`src/rtl/serial_divider_pkg.sv`:
```
// serial_divider_pkg
// Shared definitions for the serial restoring divider: the controller state
// encoding and the default operand widths.
package serial_divider_pkg;

  localparam int DVD_W_DEF = 16;
  localparam int DVS_W_DEF = 8;

  typedef enum logic [1:0] {
    IDLE = 2'd0,
    RUN  = 2'd1,
    DONE = 2'd2
  } state_t;

endpackage

```
`src/rtl/serial_divider_div_step.sv`:
```
// div_step
// One combinational restoring-division step.
// Ports:
//   rem_in   : partial remainder from the previous step (always < divisor)
//   bit_in   : next dividend bit, MSB first
//   divisor  : denominator
//   rem_out  : partial remainder after this step
//   qbit     : quotient bit produced by this step
module div_step
  import serial_divider_pkg::*;
#(
  parameter int DVS_W = DVS_W_DEF
) (
  input  logic [DVS_W-1:0] rem_in,
  input  logic             bit_in,
  input  logic [DVS_W-1:0] divisor,
  output logic [DVS_W-1:0] rem_out,
  output logic             qbit
);

  // The shifted partial remainder needs one extra bit: rem_in can be as large
  // as divisor-1, so {rem_in, bit} can exceed the DVS_W-bit range.
  logic [DVS_W:0] p;
  logic [DVS_W:0] diff;

  always_comb begin
    p    = {rem_in, bit_in};
    diff = p - {1'b0, divisor};
    if (p >= {1'b0, divisor}) begin
      qbit    = 1'b1;
      rem_out = diff[DVS_W-1:0];
    end else begin
      qbit    = 1'b0;
      rem_out = p[DVS_W-1:0];
    end
  end

endmodule

```
`src/rtl/serial_divider.sv`:
```
// serial_divider
// Multi-cycle restoring divider, one quotient bit per clock, MSB first.
// Ports:
//   clk         : clock, all state changes on the rising edge
//   rst         : synchronous active-low reset
//   start       : request a division (sampled only in IDLE)
//   dividend    : numerator, captured on the accepting edge
//   divisor     : denominator, captured on the accepting edge
//   busy        : high while iterating
//   done        : one-cycle pulse when quotient/remainder are fresh
//   quotient    : registered quotient
//   remainder   : registered remainder
//   div_by_zero : last result came from a zero divisor
//
// state | meaning
// IDLE  | waiting for start
// RUN   | one restoring step per edge, DVD_W edges total
// DONE  | results valid, done pulse, back to IDLE next edge
module serial_divider
  import serial_divider_pkg::*;
#(
  parameter int DVD_W = DVD_W_DEF,
  parameter int DVS_W = DVS_W_DEF
) (
  input  logic             clk,
  input  logic             rst,
  input  logic             start,
  input  logic [DVD_W-1:0] dividend,
  input  logic [DVS_W-1:0] divisor,
  output logic             busy,
  output logic             done,
  output logic [DVD_W-1:0] quotient,
  output logic [DVS_W-1:0] remainder,
  output logic             div_by_zero
);

  localparam int CNT_W = $clog2(DVD_W + 1);
  localparam logic [CNT_W-1:0] CNT_LAST = CNT_W'(DVD_W - 1);

  state_t           state_q, state_d;
  // Dividend bits shift out the top while quotient bits shift in the bottom.
  logic [DVD_W-1:0] dvd_q, dvd_d;
  logic [DVS_W-1:0] dvs_q, dvs_d;
  logic [DVS_W-1:0] rem_q, rem_d;
  logic [CNT_W-1:0] cnt_q, cnt_d;
  logic [DVD_W-1:0] quo_out_q, quo_out_d;
  logic [DVS_W-1:0] rem_out_q, rem_out_d;
  logic             dbz_q, dbz_d;

  logic [DVS_W-1:0] step_rem;
  logic             step_qbit;
  logic [DVD_W-1:0] dvd_shift;

  div_step #(
    .DVS_W (DVS_W)
  ) u_div_step (
    .rem_in  (rem_q),
    .bit_in  (dvd_q[DVD_W-1]),
    .divisor (dvs_q),
    .rem_out (step_rem),
    .qbit    (step_qbit)
  );

  assign dvd_shift = {dvd_q[DVD_W-2:0], step_qbit};

  always_comb begin
    state_d   = state_q;
    dvd_d     = dvd_q;
    dvs_d     = dvs_q;
    rem_d     = rem_q;
    cnt_d     = cnt_q;
    quo_out_d = quo_out_q;
    rem_out_d = rem_out_q;
    dbz_d     = dbz_q;

    case (state_q)
      IDLE: begin
        if (start) begin
          if (divisor != '0) begin
            dvd_d   = dividend;
            dvs_d   = divisor;
            rem_d   = '0;
            cnt_d   = '0;
            state_d = RUN;
          end else begin
            quo_out_d = '1;
            rem_out_d = dividend[DVS_W-1:0];
            dbz_d     = 1'b1;
            state_d   = DONE;
          end
        end
      end
      RUN: begin
        dvd_d = dvd_shift;
        rem_d = step_rem;
        cnt_d = cnt_q + 1'b1;
        if (cnt_q == CNT_LAST) begin
          quo_out_d = dvd_shift;
          rem_out_d = step_rem;
          dbz_d     = 1'b0;
          state_d   = DONE;
        end
      end
      DONE: begin
        state_d = IDLE;
      end
      default: begin
        state_d = IDLE;
      end
    endcase
  end

  always_ff @(posedge clk) begin
    if (!rst) begin
      state_q   <= IDLE;
      dvd_q     <= '0;
      dvs_q     <= '0;
      rem_q     <= '0;
      cnt_q     <= '0;
      quo_out_q <= '0;
      rem_out_q <= '0;
      dbz_q     <= 1'b0;
    end else begin
      state_q   <= state_d;
      dvd_q     <= dvd_d;
      dvs_q     <= dvs_d;
      rem_q     <= rem_d;
      cnt_q     <= cnt_d;
      quo_out_q <= quo_out_d;
      rem_out_q <= rem_out_d;
      dbz_q     <= dbz_d;
    end
  end

  assign busy        = (state_q == RUN);
  assign done        = (state_q == DONE);
  assign quotient    = quo_out_q;
  assign remainder   = rem_out_q;
  assign div_by_zero = dbz_q;

endmodule
```
`config.mk`:
```
export PLATFORM = sky130hd
export DESIGN_NAME = serial_divider
export DESIGN_NICKNAME = d
export VERILOG_FILES = /design/src/rtl/serial_divider_pkg.sv /design/src/rtl/serial_divider_div_step.sv /design/src/rtl/serial_divider.sv
export SDC_FILE = /design/constraint.sdc
export NUM_CORES = 1
export LEC_CHECK = 0
export ABC_AREA = 0
export CAP_MARGIN = 20
export CORE_MARGIN = 2
export CORE_UTILIZATION = 45
export DETAILED_ROUTE_END_ITERATION = 8
export HOLD_SLACK_MARGIN = 0.1
export PLACE_DENSITY = 0.7
export SLEW_MARGIN = 10
export SYNTH_ARGS = -nofsm -noshare
export SYNTH_HDL_FRONTEND = slang
export SYNTH_HIERARCHICAL = 1
export SYNTH_SLANG_ARGS = --single-unit
```
`constraint.sdc`:
```
create_clock -name clk -period 2.7 [get_ports clk]
set_input_delay 0.27 -clock clk [delete_from_list [all_inputs] [get_ports clk]]
set_output_delay 0.27 -clock clk [all_outputs]
set_load 0.05 [all_outputs]
```
## Word level (Yosys, flattened, before mapping)

Index checks and enable logic that the tools add are counted.

| word-level totals | value |
|---|---|
| bits in registers | 64 |
| output and inout port bits | 27 |
| bits of input ports | 27 |
| word-level logic and storage cells | 52 |

| cells by class | value |
|---|---|
| reduce and logical (&&, ||, !) cells | 7 |
| $lt $le $gt $ge | 1 |
| muxes and demuxes | 27 |
| add/subtract/negate cells | 2 |
| equality and inequality tests | 7 |

Operators with widths:

| operator | count |
|---|---|
| 2-to-1 mux 16 bit | 5 |
| one-hot mux 16 bit (2 select lines) | 2 |
| 2-to-1 mux 8 bit | 6 |
| one-hot mux 8 bit (2 select lines) | 2 |
| 2-to-1 mux 5 bit | 2 |
| one-hot mux 5 bit (2 select lines) | 1 |
| greater-or-equal comparator 9 x 8 -> 1 bit | 1 |
| nonzero test 8 bit | 1 |
| subtractor 8 bit | 1 |
| 2-to-1 mux 2 bit | 3 |
| != test 2 bit (second input constant) | 3 |
| AND reduction 3 bit | 2 |
| adder 5 x 1 -> 5 bit (second input constant) | 1 |
| == test 5 x 4 -> 1 bit (second input constant) | 1 |
| 2-to-1 mux 1 bit | 4 |
| one-hot mux 2 bit (2 select lines) | 1 |
| AND reduction 4 bit | 1 |
| == test 2 x 1 -> 1 bit (second input constant) | 1 |
| == test 2 bit (second input constant) | 1 |
| zero test 2 bit | 1 |
| != test 2 x 1 -> 1 bit (second input constant) | 1 |
| one-hot mux 1 bit (2 select lines) | 1 |
| AND reduction 2 bit | 1 |
| nonzero test 2 bit | 1 |

## Depth between registers and ports, before layout

| logic depth | value |
|---|---|
| depth in word-level cells | 4 |
| depth in mapped cells | 11 |

## By module

The synthesis kept the hierarchy.

By module, submodules not included:

| module | cells an instance | area an instance (µm²) | times used | seq. area each (µm²) |
|---|---|---|---|---|
| serial_divider | 263 | 2513.7 | 1 | 1281.2 |
| div_step | 66 | 539.3 | 1 | 0.0 |

## Worst setup path after synthesis

OpenSTA, ideal clock, no wires.

| path | value |
|---|---|
| path kind | register to register |
| start point | register dvs_q[6] |
| end point | register rem_out_q[2], in the netlist remainder[2] |
| slack | 533 ps |
| arrival time | 2047 ps |
| setup time | 120 ps |
| data required time | 2580 ps |
| cell stages (with the launch flop) | 10 |
| path through | dfxtp_1 inv_1 ha_1 a21o_1 a2111oi_2 o21a_1 buf_6 mux2_4 a21oi_1 a21oi_1 |

| on the way | value |
|---|---|
| word-level cells in the longest chain between the ends | 4 |

Ends and longest elaborated chain:

| what | line | RTL |
|---|---|---|
| start: declaration | serial_divider.sv:43 | `logic [DVS_W-1:0] dvs_q, dvs_d;` |
| start signal: assignment | serial_divider.sv:126 | `dvs_q <= dvs_d;` |
| greater-or-equal comparator 9 x 8 -> 1 bit | serial_divider_div_step.sv:29 | `if (p >= {1'b0, divisor}) begin` |
| 2-to-1 mux 8 bit | serial_divider_div_step.sv:29 |  |
| named net step_rem[2] | serial_divider.sv:50 | `logic [DVS_W-1:0] step_rem;` |
| 2-to-1 mux 8 bit | serial_divider.sv:97 | `if (cnt_q == CNT_LAST) begin` |
| one-hot mux 8 bit (2 select lines) | serial_divider.sv:76 | `case (state_q)` |
| end signal: assignment | serial_divider.sv:130 | `rem_out_q <= rem_out_d;` |
| end: declaration | serial_divider.sv:47 | `logic [DVS_W-1:0] rem_out_q, rem_out_d;` |

The timed path passes the listed nets, and every way through them passes these cells. The select of a mux whose other input is x is not followed.
A chain may end at the register's enable or synchronous reset.

## Worst setup path in the final report

| path | value |
|---|---|
| start point | register dvs_q[6] |
| end point | register rem_out_q[6], in the netlist remainder[6] |

| on the way | value |
|---|---|
| word-level cells in the longest chain between the ends | 4 |
| elaborated cells on any way between the ends | 5 |
| classes of those cells | 1 x add/sub; 1 x order compare; 3 x mux |

Ends and longest elaborated chain:

| what | line |
|---|---|
| subtractor 8 bit or greater-or-equal comparator 9 x 8 -> 1 bit (tied branches) | serial_divider_div_step.sv:28, serial_divider_div_step.sv:29 |
| 2-to-1 mux 8 bit (*) | serial_divider_div_step.sv:29 |
| named net step_rem[6] | serial_divider.sv:50 |
| 2-to-1 mux 8 bit (*) | serial_divider.sv:97 |
| one-hot mux 8 bit (2 select lines) (*) | serial_divider.sv:76 |

Mark *: on every way through the listed nets, which the timed path passes. The rest lies on a longest branch. The select of a mux whose other input is x is not followed.

==> qor.txt <==
average wire per standard cell -> 15.91 um
die height -> 86.37 um
Clk Latency, worst-skew pair -> 0.35 ns
Worst VDD drop -> 0.3783 mV
PD cells -> 674.4 nW/um2
Final Max Slew Viols -> 0
placed cell count -> 446
core area -> 6681 um2
# DRC -> 0
switching part of the total -> 0.2846
mapped cell area -> 3053 um2
complex-gate fraction of the synthesized area -> 0.2770
crit path capture type -> flop
CTS max path bufs -> 2
fin crit period -> 2.370 ns
power share of the combinational group -> 0.242
Setup Fix Bufs, Post-CTS -> 0
drt total wl -> 7349 um
count of non-filler cells in the finished layout -> 462
mux contribution to synthesized area -> 0.03607
Worst Path Required -> 2.93 ns
hold slack -> 0.4605 ns
syn_nets -> 367
Worst Tran Pin Value -> 0.7612 ns
I/O pins -> 54
total leakage power -> 1.472 nW
global-route wire length before repair -> 12180 um
Clk pwr share -> 0.361
adder-cell share of the synthesized area -> 0.04754
Synth cell types -> 53
area leader, netlist -> dfxtp_1
CTS tree -> yes
Die Wd -> 86.37 um
worst hold path class -> flop to flop
pre-CTS setup slack -> 0.3478 ns
hpwl dp -> 5071 um
post_cts resized -> 0
worst setup margin -> 0.3300 ns
port bufs -> 53
detailed-route via count -> 2629
Reg power frac -> 0.397
Rel. slew slack -> 0.4920
Syn Inst Count -> 329
antenna violations before repair -> 0
die footprint -> 7459 um2
count leader, synth -> dfxtp_1
dominant synthesized flop cell -> dfxtp_1
H-tree depth -> 3
Max Cap Viol -> 0
vias in the first global route -> 2556
total gr overflow -> 0
area grow syn2layout -> 26.11%
Post-synth top cells -> dfxtp_1, a21oi_1, nand2_1
Routability Congestion -> 0.8491
r2r setup slk -> 0.33 ns
Clock Sinks -> 64
worst clock skew -> 0.007260 ns
internal power -> 1.857 mW
Final Net Count -> 415
antenna cells -> 0
Max Freq -> 0.4219 GHz
post-route ant nets -> 0
layout cells sized above 1 -> 0.1728
WP data arrival -> 2.60 ns
RSZ-0062 raised after global routing -> false
Pre-antenna DRT Iters -> 4
Synth area leaders -> dfxtp_1, o221a_2, a21oi_1, ha_1, nand2_1
Fin. Hold Viols -> 0
num rows -> 30
Via density -> 5.690
sequential cell area fraction in the yosys report -> 0.4197
startpoint types -> flop
largest net degree at the start of global routing -> 53
Mean Syn Cell Area -> 9.279 um2
Final setup viols -> 0
ys async rst share -> 0
Synth top area share -> 0.4197
total negative setup slack -> 0 ns
Clock transition at path regs -> 0.07 ns
NetSw -> 0.7388 mW
crit path kind -> flop to flop
critical path peak fanout -> 9
total CTS buffers -> 9
Starting DRT DRC Count -> 113
Root Driver -> clkbuf_8
CTS Hold Bufs -> 0
main combinational cell family by area after synthesis -> compound AO/OA/AOI/OAI gates
xor/xnor share of the synthesized area -> 0.01148
final core utilization -> 0.5762
Post-synth EDFFs -> 0
gr usage total -> 0.2081
YS warnings -> 6
Tcrit/Tclk final -> 0.8778
simple-gate area share of the yosys netlist -> 0.1385
#FFs+latches synth -> 64
initial core utilization -> 0.4569
status -> finished clean
-- sequential cells by signal, summed over array words and instances, names as in the netlist --
name and flops:
dvs_q 8, remainder 8, state_q 2, cnt_q 5, rem_q 8, dvd_q 16
quotient 16, div_by_zero 1
-- power by group through the flow --
stage          Combinational, mW  Sequential [mW]  Clock (mW)
6_report                   0.628             1.03       0.938
5_1_grt                    0.695             1.04       0.995
4_1_cts                    0.629             1.03       0.951
3_5_place_dp               0.624             1.05           0
3_3_place_gp               0.618             1.05           0
2_1_floorplan              0.507             1.04           0
-- final timing paths --
| path | to | startpoint | depth (start not counted) |
|---|---|---|---|
| min | dvs_q[6] | dvs_q[6] | 2 |
| max reg2reg | remainder[6] | dvs_q[6] | 9 |
| min reg2reg | dvs_q[6] | dvs_q[6] | 2 |
| max | remainder[6] | dvs_q[6] | 9 |
-- metal layers --
metal / GRT usage / vias to the layer above / share of wire
met3: 0.05619 / 11 / 0.045
met2: 0.3545 / 62 / 0.51
met4: 0.06250 / 0 / 0.012
li1: - / 1293 / -
met5: 0 / - / 0
met1: 0.2570 / 1263 / 0.44
-- placed cells by master (no fill, tap or decap), drive strengths merged, types with 4 or more instances in the layout --
master and n:
dfxtp 64, clkdlybuf4s50 52, a21oi 43, nand2 30, o221a 22, inv 21, o21ai 21, nand3 16
nor2b 11, ha 10, clkbuf 10, buf 9, o221ai 6, mux2 6, nor2 5, nor3 5
a22oi 4
-- stage by stage --
stage	cell area (um2)	power, mW
after CTS	3850	2.609
final	3850	2.596
after detailed placement	3620	1.675
after global placement	3620	1.668
after floorplan	3053	1.546
after global routing	3850	2.727
-- worst max-delay path, stage by stage, from the launching register on --
cell and delay [ns]:
dfxtp_1 0.33, inv_1 0.04, ha_1 0.36, a21o_1 0.24, a2111oi_2 0.36, o21a_1 0.17, buf_4 0.20, mux2_4 0.32
a21oi_1 0.15, a21oi_1 0.08
-- final cells by class --
class,count,area [um2]
inverters,21,78.83
well taps,80,100.1
clock inverters,6,92.59
multi-input cells,220,1559
flip-flops and latches,64,1281
clock buffers,10,137.6
fillers,612,2831
repair buffers,61,600.6
-- cell families after synthesis --
family / Yosys count
AOI/OAI and AO/OA: 115
buffers and inverters: 45
DFF: 64
and+or+nand+nor: 82
xor gates and xnor gates: 4
adders and majority gates: 11
muxes: 8
Power figures use the tool's default switching activity.
